[src/rtl/counter_sched_pkg.sv]
// counter_sched_pkg: opcode and FSM state encodings shared by the counter scheduler
package counter_sched_pkg;
  typedef enum logic [1:0] {OP_NOP, OP_LOAD, OP_RUN, OP_STOP} op_e;
  typedef enum logic [1:0] {ST_IDLE, ST_RUN, ST_DONE} state_e;
endpackage

[src/rtl/counter_sched_rr_arbiter.sv]
// rr_arbiter: one-hot round-robin grant, search starting at ptr
module rr_arbiter #(
  parameter int N = 2,
  localparam int ID_W = $clog2(N)
) (
  input  logic [N-1:0]    req,
  input  logic            en,
  input  logic [ID_W-1:0] ptr,
  output logic [N-1:0]    gnt,
  output logic [ID_W-1:0] gnt_id
);
  always_comb begin
    gnt = '0;
    gnt_id = '0;
    // walk offsets from farthest to nearest so the nearest requester wins
    for (int k = N - 1; k >= 0; k--) begin
      if (en && req[(int'(ptr) + k) % N]) begin
        gnt = '0;
        gnt[(int'(ptr) + k) % N] = 1'b1;
        gnt_id = ID_W'((int'(ptr) + k) % N);
      end
    end
  end
endmodule

[src/rtl/counter_sched.sv]
// counter_sched: shares an up-counter among requesters issuing LOAD/RUN/STOP commands
module counter_sched
  import counter_sched_pkg::*;
#(
  parameter int CNT_W = 4,
  parameter int N_REQ = 2,
  localparam int ID_W = $clog2(N_REQ)
) (
  input  logic                   clk,
  input  logic                   rst,
  input  logic [N_REQ-1:0]       req,
  input  logic [2*N_REQ-1:0]     op,
  input  logic [CNT_W*N_REQ-1:0] val,
  output logic [N_REQ-1:0]       gnt,
  output logic [CNT_W-1:0]       cnt,
  output logic                   busy,
  output logic                   done,
  output logic [ID_W-1:0]        done_id
);
  state_e           state;
  logic [CNT_W-1:0] target, acc_val, cnt_inc;
  logic [ID_W-1:0]  owner, rr_ptr, arb_id, acc_id;
  logic [N_REQ-1:0] arb_gnt;
  op_e              acc_op;
  logic             accept, stop_ok;
  rr_arbiter #(.N(N_REQ)) u_arb (
    .req    (req),
    .en     (state == ST_IDLE && !rst),
    .ptr    (rr_ptr),
    .gnt    (arb_gnt),
    .gnt_id (arb_id)
  );
  always_comb begin
    acc_id  = state == ST_IDLE ? arb_id : owner;
    acc_op  = op_e'(op[2*acc_id +: 2]);
    acc_val = val[CNT_W*acc_id +: CNT_W];
    stop_ok = state == ST_RUN && !rst && req[owner] && op_e'(op[2*owner +: 2]) == OP_STOP;
    gnt     = state == ST_IDLE ? arb_gnt : (stop_ok ? N_REQ'(1) << owner : '0);
    accept  = |(req & gnt);
    cnt_inc = cnt + 1'b1;
  end
  assign busy = state != ST_IDLE;
  always_ff @(posedge clk or posedge rst) begin
    if (rst) begin
      state   <= ST_IDLE;
      cnt     <= '0;
      target  <= '0;
      owner   <= '0;
      rr_ptr  <= '0;
      done    <= 1'b0;
      done_id <= '0;
    end else begin
      done <= 1'b0;
      if (accept) rr_ptr <= acc_id == ID_W'(N_REQ - 1) ? '0 : acc_id + 1'b1;
      case (state)
        ST_IDLE: if (accept) begin
          if (acc_op == OP_LOAD) cnt <= acc_val;
          if (acc_op == OP_RUN) begin
            target  <= acc_val;
            owner   <= acc_id;
            state   <= cnt == acc_val ? ST_DONE : ST_RUN;
            done    <= cnt == acc_val;
            done_id <= acc_id;
          end
        end
        ST_RUN: if (accept) begin
          // a STOP landing on the final count still leaves cnt at target
          state <= ST_IDLE;
          if (cnt_inc == target) cnt <= cnt_inc;
        end else begin
          cnt <= cnt_inc;
          if (cnt_inc == target) begin
            state   <= ST_DONE;
            done    <= 1'b1;
            done_id <= owner;
          end
        end
        default: state <= ST_IDLE;
      endcase
    end
  end
endmodule

[config.mk]
export PLATFORM = sky130hd
export DESIGN_NAME = counter_sched
export DESIGN_NICKNAME = d
export VERILOG_FILES = /design/src/rtl/counter_sched_pkg.sv /design/src/rtl/counter_sched_rr_arbiter.sv /design/src/rtl/counter_sched.sv
export SDC_FILE = /design/constraint.sdc
export NUM_CORES = 1
export LEC_CHECK = 0
export ABC_AREA = 1
export CELL_PAD_IN_SITES_DETAIL_PLACEMENT = 0
export CELL_PAD_IN_SITES_GLOBAL_PLACEMENT = 1
export CORE_MARGIN = 2
export CORE_UTILIZATION = 36
export CTS_CLUSTER_SIZE = 16
export DETAILED_ROUTE_END_ITERATION = 10
export DONT_BUFFER_PORTS = 1
export PLACE_DENSITY_LB_ADDON = 0.3
export REMOVE_ABC_BUFFERS = 1
export SKIP_CTS_REPAIR_TIMING = 1
export SLEW_MARGIN = 20
export SYNTH_ARGS = -nofsm -noshare
export SYNTH_HDL_FRONTEND = slang
export SYNTH_SLANG_ARGS = --single-unit
[constraint.sdc]
create_clock -name clk -period 2 [get_ports clk]
set_input_delay 0.4 -clock clk [delete_from_list [all_inputs] [get_ports clk]]
set_output_delay 0.4 -clock clk [all_outputs]
set_load 0.02 [all_outputs]
==> flow_metrics.py, run 1 <==
metrics = {
    "final_layout": {
        "n_antenna_cell": 0,
        "area_delta_synth_final_pct": 10.5,
        "most_common_cell_after_layout_fill_and_taps_aside": "nand2_1",
        "post_layout_nonfiller_instances": 248,
        "nets": 222,
        "commonest_non_fill_non_tap_cells_in_the_layout": "nand2_1, inv_1, nand3_1",
        "fraction_of_final_layout_cells_sized_beyond_drive_strength_1_pct": 12.3,
        "finalInstanceArea_sq_um": 1310,
    },
    "timing": {
        "final.period_utilization_pct": 96.7,
        "relSlewSlack_pct": 76.7,
        "worst_clock_skew_ps": 1.24,
        "max_freq_mhz": 517,
        "fin_crit_period_ps": 1930,
        "grt_setup_unrepaired": "true",
        "final-hold-violation-count": 0,
        "drv_slew": 0,
        "report.final.setup_viol": 0,
        "tightestPinTransition_ps": 350,
    },
    "min_path": {
        "worstHoldPathType": "in2async",
    },
    "synthesis": {
        "syn-cell-area_sq_um": 1180,
        "area_share_of_the_leading_cell_type_in_the_synthesized_netlist_pct": 29.6,
        "yosys_warnings": 0,
        "post_synth_main_area_contributors": "dfrtp_1, nand2_1, nand3_1",
        "yosysSeqAreaShare_pct": 29.6,
        "number_of_register_bits_inferred_by_synthesis": 14,
        "synthesis.instances": 196,
        "synth.distinct_cells": 21,
        "post-synth-top-area-cell": "dfrtp_1",
        "synth.avg_cell_area_sq_um": 6.03,
    },
    "setup_path": {
        "cp_cell_sequence": "nor2_4 > inv_2 > nand2_2 > buf_4 > o21ai_1 > buf_4",
        "critPathSlowestCell": "dfrtp_1",
        "worst_setup_path_end_kind": "primary output",
        "startpoint": "state[0]",
        "r2r_start": "cnt[0]",
        "r2r_cells": 11,
        "worstSetupStartpointType": "register",
        "critPathArrivalTime_ps": 1530,
        "cp.required_ps": 1600,
        "cp_slowest_stage_delay_ps": 420,
        "critical_path_class": "reg2out",
        "critical_path.most_common_cell": "buf_4",
        "critical_path.max_fanout": 11,
    },
    "cts": {
        "clock_sinks": 14,
        "cts.path.max_buffers": 2,
        "clock_pin_slew_on_the_worst_setup_and_hold_paths_ps": 90,
        "clk_root_buffer_cell": "clkbuf_4",
        "clock_tree_from_tritoncts": "done",
        "clock_latency_reported_for_the_late_side_of_the_worst_skew_pair_ps": 280,
        "cts_buffers": 3,
        "maximum_level_of_the_cts_h_tree": 1,
    },
    "global_routing": {
        "grt_antenna_before_repair": 0,
        "grt_first_pass_wirelength_mm": 4.77,
        "grt_max_degree": 15,
        "globalRouteOverflowTotal": 0,
        "first_global_vias": 1145,
        "grt_usage_pct": 17.4,
    },
    "floorplanning": {
        "floorplan.rows": 20,
        "core_area_sq_um": 3080,
        "die_area_sq_um": 3760,
        "floorplan.die.height_um": 61.3,
        "io_pins": 25,
        "dieWidth_um": 61.3,
        "initial_core_util_pct": 38.4,
    },
    "power": {
        "static-leakage-power_nw": 0.775,
        "pwr_density_cell_nw_per_um2": 1660,
        "ir_worst_vdd_v": 0.000723,
        "total_power_mw": 2.17,
    },
    "placement": {
        "routability_congestion_estimate": 0.900,
        "numPortBuffers": 0,
        "placedInstanceArea_sq_um": 1260,
        "placedCellCount": 244,
        "dp_hpwl_mm": 2.30,
    },
    "detailed_routing": {
        "antenna_violating_nets_post_route": 0,
        "drt-vias-per-instance": 4.85,
        "finalWirelength_mm": 2.88,
        "detail_route.wl_per_cell_um": 11.6,
        "num_vias": 1203,
        "drt_drc_violations_left": 0,
        "detail_route.first_pass.iterations": 4,
        "drt_iter0_markers": 70,
    },
    "job": {
        "timing.max_cap.violations": 0,
    },
    "status": {
        "outcome": "finished clean",
    },
}
-- cells in the mapped netlist --
cell type and count:
buf_4 1, buf_6 2, nor2_4 2, a31oi_1 3, nand3b_1 1, xor2_1 1
nand3_2 2, inv_1 29, nor2_1 8, ha_1 1, a21oi_1 2, inv_2 2
nor2_2 1, nand3_1 28, o21ai_0 8, dfrtp_1 14, buf_2 2, xnor2_1 1
nand4_1 4, nand2_1 80, nand2_2 4
-- routing by layer --
metal / track usage [%] / vias to the layer above / wire length, um
li1: - / 628 / -
met1: 20.0 / 539 / 1210
met2: 32.5 / 36 / 1460
met3: 5.25 / 0 / 206
met4: 1.86 / 0 / 0
met5: 0 / - / 0
-- state kept, by name, indices dropped and copies added, names as in the netlist --
signal and flops:
owner 1, state 2, cnt 4, done_id 1, target 4, done 1
rr_ptr 1
-- cell type report --
type / instances / area [sq um]
multi-input combinational: 146 / 681
clock buffer: 4 / 36.3
inverter: 31 / 116
tap: 44 / 55.1
timing repair buffer: 9 / 67.6
sequential: 14 / 350
fill: 337 / 1770
-- worst paths after layout --
| path | to | slack [ps] |
|---|---|---|
| max reg2reg | cnt[2] | 220 |
| max | gnt[0] | 70 |
| min in group clk | target[3] | 400 |
| min | cnt[3] | 20 |
| max in group asynchronous | cnt[1] | 1810 |
| min reg2reg | target[1] | 510 |
-- cells by family after synthesis --
family | after synthesis | synth area share [%]
simple gates | 130 | 48.8
buf+inv | 36 | 13.2
flops | 14 | 29.6
compound gates | 13 | 5.82
xor+xnor | 2 | 1.48
fa+ha+maj | 1 | 1.06
-- worst max-delay path, delay by kind of cell, from the launching register on --
family	cells	cell delay, ps
AND/OR/NAND/NOR	2	300
buffers and inverters	3	410
AO/OA/AOI/OAI	1	120
flip-flops	1	420
-- through the flow --
stage	util (%)	hold slack (ps)	setup slack (ps)	setup TNS, ps
6_report	42.4	22.1	66.4	0
5_1_grt	42.4	13.1	-18.5	-18.5
4_1_cts	42.3	18.3	-16.4	-16.4
3_5_place_dp	41.1	329	130	0
3_3_place_gp	41.1	337	200	0
2_1_floorplan	-	297	-12.6	-48.2
-- power breakdown --
| part | leakage, nW | switching, mW | internal, mW |
|---|---|---|---|
| clock | 0.0210 | 0.0937 | 0.111 |
| combinational | 0.575 | 0.955 | 0.479 |
| sequential | 0.179 | 0.129 | 0.402 |
| total | 0.775 | 1.18 | 0.992 |
No activity file was read; power rests on OpenSTA's default activity.
==> inputs of run 2 (changes only) <==
Settings changed: HOLD_SLACK_MARGIN from default to 0.02, PLACE_DENSITY from default to 0.66, PLACE_DENSITY_LB_ADDON 0.3 to default.
==> run 2 against run 1 <==
  * Clock skew is 7.9 ps higher
  * Hold slack better by 19 ps
  * Sequential power is 1% higher
  * Global-route usage is 0.52 points higher
  * Critical path depth is 1 higher
  * Critical endpoint is now gnt[1]
==> flow_metrics.py, run 2 (same netlist as run 1, synthesis figures left out) <==
metrics = {
    "status": {
        "outcome": "finished clean",
    },
    "global_routing": {
        "busiest_layer": "met2",
        "groute.layer.met3.usage_pct": 4.62,
        "grt_max_degree": 15,
        "met1_usage_pct": 24.7,
        "globalRouteOverflowTotal": 0,
        "grt_first_pass_wirelength_mm": 4.86,
        "first_global_vias": 1119,
        "grt_usage_pct": 17.9,
        "met2_usage_pct": 26.6,
        "grt_antenna_before_repair": 0,
    },
    "cts": {
        "cts.path.max_buffers": 2,
        "maximum_level_of_the_cts_h_tree": 1,
        "clk_root_buffer_cell": "clkbuf_4",
        "clock_latency_reported_for_the_late_side_of_the_worst_skew_pair_ps": 270,
        "clock_pin_slew_on_the_worst_setup_and_hold_paths_ps": 90,
        "cts_buffers": 3,
        "clock_sinks": 14,
        "clock_tree_from_tritoncts": "done",
    },
    "min_path": {
        "worstHoldPathType": "in2async",
    },
    "timing": {
        "max_freq_mhz": 520,
        "report.final.setup_viol": 0,
        "tightestPinTransition_ps": 353,
        "final.period_utilization_pct": 96.2,
        "final_worst_path_setup_slack_ps": 75.2,
        "fin_crit_period_ps": 1920,
        "final-hold-violation-count": 0,
        "worst_clock_skew_ps": 9.13,
        "tns_ps": 0,
        "grt_setup_unrepaired": "true",
        "drv_slew": 0,
        "relSlewSlack_pct": 76.5,
    },
    "setup_path": {
        "worst_setup_path_end_kind": "primary output",
        "critical_path.max_fanout": 5,
        "worstSetupStartpointType": "register",
        "critical_path_class": "reg2out",
        "cp.required_ps": 1600,
        "critPathArrivalTime_ps": 1520,
    },
    "detailed_routing": {
        "finalWirelength_mm": 3.04,
        "antenna_violating_nets_post_route": 0,
        "detail_route.first_pass.iterations": 4,
        "detail_route.wl_per_cell_um": 12.2,
        "drt_drc_violations_left": 0,
        "drt-vias-per-instance": 4.85,
        "drt_iter0_markers": 51,
        "num_vias": 1212,
    },
    "placement": {
        "numPortBuffers": 0,
        "detailedPlace.worstSlack_ps": 128,
        "dp_hpwl_mm": 2.45,
        "placedCellCount": 244,
        "routability_congestion_estimate": 0.845,
    },
    "floorplanning": {
        "die_area_sq_um": 3760,
        "initial_core_util_pct": 38.4,
        "io_pins": 25,
        "dieWidth_um": 61.3,
        "floorplan.die.height_um": 61.3,
        "floorplan.rows": 20,
        "core_area_sq_um": 3080,
    },
    "final_layout": {
        "area_delta_synth_final_pct": 11.9,
        "fraction_of_final_layout_cells_sized_beyond_drive_strength_1_pct": 14.1,
        "top_flop_regs": "cnt (4), target (4), state (2)",
        "nets": 225,
        "fillCellCount": 331,
        "n_antenna_cell": 0,
        "post_layout_nonfiller_instances": 250,
        "most_common_cell_after_layout_fill_and_taps_aside": "nand2_1",
        "commonest_non_fill_non_tap_cells_in_the_layout": "nand2_1, nand3_1, inv_1",
    },
    "power": {
        "pwr_density_cell_nw_per_um2": 1670,
        "ir_worst_vdd_v": 0.000552,
        "static-leakage-power_nw": 0.783,
    },
    "job": {
        "timing.max_cap.violations": 0,
    },
}
-- run 2: changes by cell type in the layout (fill, tap and decap cells not counted) --
cell | previous run | this run
buf_4 | 9 | 12
clkbuf_8 | 1 | 0
inv_1 | 28 | 26
inv_2 | 3 | 4
inv_4 | 0 | 1
nand2_2 | 3 | 2
nand2_4 | 1 | 2
-- run 2: worst paths after layout --
path,from,endpoint,slack [ps],cells past startpoint
min in group clk,val[3],target[3],400,4
setup / recovery,state[1],gnt[1],80,7
setup reg to reg,state[1],state[0],170,11
max in group asynchronous,rst,done,1780,2
hold / removal,rst,target[2],40,2
hold reg to reg,target[0],target[0],490,2
-- run 2: where the power goes --
group | switching, mW | internal (mW) | total, mW
combinational | 0.984 | 0.529 | 1.51
clock | 0.0856 | 0.0696 | 0.155
sequential | 0.135 | 0.402 | 0.537
-- run 2: final cells by class --
cell class / instances / area, sq um / area share [%]
inverters: 31 / 119 / 8.99
well taps: 44 / 55.1 / 4.16
flip-flops and latches: 14 / 350 / 26.5
clock buffers: 3 / 22.5 / 1.70
repair buffers: 12 / 90.1 / 6.81
multi-input cells: 146 / 686 / 51.8
-- run 2: worst max-delay path, stage by stage, from the launching register on --
cell and delay, ps:
dfrtp_1 440, nor2_4 210, nand2_1 140, nand2_4 110
inv_2 40, nand2_1 110, inv_2 50, buf_4 150
-- run 2: routing by layer --
metal | part of all wire, % | up-vias
met2 | 44 | 36
met4 | 0.89 | 0
met1 | 48 | 541
li1 | - | 633
met5 | 0 | -
met3 | 6.8 | 2
-- run 2: per-stage QoR --
stage | cell area, sq um | hold WS, ps | power (mW) | utilization [%]
2_1_floorplan | 1140 | 297 | 1.57 | -
3_3_place_gp | 1260 | 332 | 1.97 | 41.1
3_5_place_dp | 1260 | 346 | 1.97 | 41.1
4_1_cts | 1290 | 38.7 | 2.13 | 41.8
5_1_grt | 1320 | 32.0 | 2.45 | 43.0
6_report | 1320 | 41.0 | 2.20 | 43.0
==> inputs of run 3 (changes only) <==
Settings changed: CELL_PAD_IN_SITES_DETAIL_PLACEMENT 0 to default, CELL_PAD_IN_SITES_GLOBAL_PLACEMENT 1 to default, HOLD_SLACK_MARGIN 0.02 to 0.15, PLACE_DENSITY 0.66 to 0.48.
==> run 3 against run 2 <==
  * Largest power group unchanged
  * Combinational power is 12% higher
  * Setup slack worse by 12 ps
  * Critical path type unchanged
  * Register-to-register slack worse by 30 ps
  * Non-clock buffer count increased by 3
==> flow_metrics.py, run 3 (same netlist as run 1, synthesis figures left out) <==
metrics = {
    "floorplanning": {
        "io_pins": 25,
        "core_area_sq_um": 3080,
        "floorplan.rows": 20,
        "dieWidth_um": 61.3,
        "die_area_sq_um": 3760,
        "initial_core_util_pct": 38.4,
        "floorplan.die.height_um": 61.3,
    },
    "setup_path": {
        "critPathArrivalTime_ps": 1540,
        "r2r_start": "state[1]",
        "worstSetupStartpointType": "register",
        "critical_path_class": "reg2out",
        "r2r_cells": 12,
        "critical_path.max_fanout": 4,
        "cp.required_ps": 1600,
        "critical_path.reg2reg.endpoint": "state[0]",
        "ff2ff_setup_slack_ps": 140,
        "startpoint": "state[1]",
        "worst_setup_path_end_kind": "primary output",
        "crit_path_end": "gnt[1]",
    },
    "detailed_routing": {
        "antenna_violating_nets_post_route": 0,
        "met3_wirelength_um": 197,
        "maxUsedRoutingLayer": "met4",
        "drt_iter0_markers": 38,
        "num_vias": 1268,
        "detail_route.wl_per_cell_um": 12.8,
        "met1_wirelength_mm": 1.36,
        "met2WireLength_mm": 1.69,
        "drt-vias-per-instance": 4.97,
        "finalWirelength_mm": 3.27,
        "detail_route.first_pass.iterations": 4,
        "drt_drc_violations_left": 0,
    },
    "timing": {
        "fin_crit_period_ps": 1940,
        "worst_clock_skew_ps": 6.70,
        "drv_slew": 0,
        "tns_ps": 0,
        "max_freq_mhz": 516,
        "final-hold-violation-count": 0,
        "timing.hold.ws_ps": 377,
        "tightestPinTransition_ps": 397,
        "report.final.setup_viol": 0,
        "relSlewSlack_pct": 73.4,
        "final.period_utilization_pct": 96.8,
    },
    "global_routing": {
        "grt_antenna_before_repair": 0,
        "grt_first_pass_wirelength_mm": 5.36,
        "first_global_vias": 1234,
        "grt_max_degree": 15,
        "globalRouteOverflowTotal": 0,
        "grt_usage_pct": 19.5,
    },
    "final_layout": {
        "fillCellCount": 328,
        "commonest_non_fill_non_tap_cells_in_the_layout": "nand2_1, inv_1, nand3_1",
        "top_flop_regs": "cnt (4), target (4), state (2)",
        "most_common_cell_after_layout_fill_and_taps_aside": "nand2_1",
        "n_antenna_cell": 0,
        "post_layout_nonfiller_instances": 255,
        "area_delta_synth_final_pct": 19.8,
        "nets": 229,
        "fraction_of_final_layout_cells_sized_beyond_drive_strength_1_pct": 16.1,
    },
    "placement": {
        "dp_hpwl_mm": 2.48,
        "routability_congestion_estimate": 0.840,
        "numPortBuffers": 0,
        "placedCellCount": 244,
    },
    "cts": {
        "clock_pin_slew_on_the_worst_setup_and_hold_paths_ps": 90,
        "maximum_level_of_the_cts_h_tree": 1,
        "cts_buffers": 3,
        "cts.path.max_buffers": 2,
        "clk_root_buffer_cell": "clkbuf_4",
        "clock_latency_reported_for_the_late_side_of_the_worst_skew_pair_ps": 280,
        "clock_sinks": 14,
        "clock_tree_from_tritoncts": "done",
    },
    "min_path": {
        "worstHoldPathType": "in2reg",
    },
    "status": {
        "outcome": "finished clean",
    },
    "power": {
        "ir_worst_vdd_v": 0.000818,
        "static-leakage-power_nw": 0.818,
        "pwr_density_cell_nw_per_um2": 1710,
    },
    "job": {
        "timing.max_cap.violations": 0,
    },
}
run 3: changes by cell type in the layout (fill, tap and decap cells not counted), sizes merged:
| cell | before | now |
|---|---|---|
| buf | 12 | 14 |
| clkbuf | 3 | 4 |
| dlygate4sd3 | 0 | 1 |
| nor2 | 11 | 12 |
run 3: stage by stage:
| step | power (mW) | area (sq um) | util [%] | setup WS, ps |
|---|---|---|---|---|
| 4_1_cts | 2.19 | 1300 | 42.3 | -157 |
| 3_5_place_dp | 1.97 | 1260 | 41.1 | 154 |
| 2_1_floorplan | 1.57 | 1140 | - | -12.6 |
| 3_3_place_gp | 1.96 | 1260 | 41.1 | 171 |
| 5_1_grt | 2.68 | 1420 | 46.0 | -20.9 |
| 6_report | 2.42 | 1420 | 46.0 | 63.4 |
run 3: how the worst min path moves through the flow:
stage / from / to / slack (ps) / depth (start not counted)
final: val[2] / target[2] / 380 / 4
after global routing: val[2] / target[2] / 400 / 4
after CTS: rst / owner / 30 / 2
after detailed placement: rst / owner / 340 / 2
after global placement: rst / owner / 340 / 2
after floorplan: rst / cnt[0] / 300 / 1
run 3: cell type report:
type / count / area, sq um / area share [%]
Clock buffer: 4 / 36.3 / 2.56
Multi-Input combinational cell: 147 / 722 / 51.0
Sequential cell: 14 / 350 / 24.7
Tap cell: 44 / 55.1 / 3.89
Timing Repair Buffer: 15 / 131 / 9.28
Inverter: 31 / 121 / 8.57
run 3: worst max-delay path, stage by stage (launching register included):
cell and delay, ps:
dfrtp_1 430, nor2_4 220, inv_4 100, nand2_4 110, nand2_8 60, inv_4 60
nand2_2 60, inv_1 90, buf_6 120
run 3: metal layers:
layer / GRT usage, % / up-vias
met5: 0 / -
met3: 5.04 / 7
li1: - / 645
met2: 35.0 / 33
met4: 3.73 / 0
met1: 23.6 / 583
run 3: power by group:
group,total [mW],internal [mW],switching (mW)
sequential,0.526,0.402,0.124
combinational,1.69,0.618,1.07
clock,0.208,0.111,0.0977
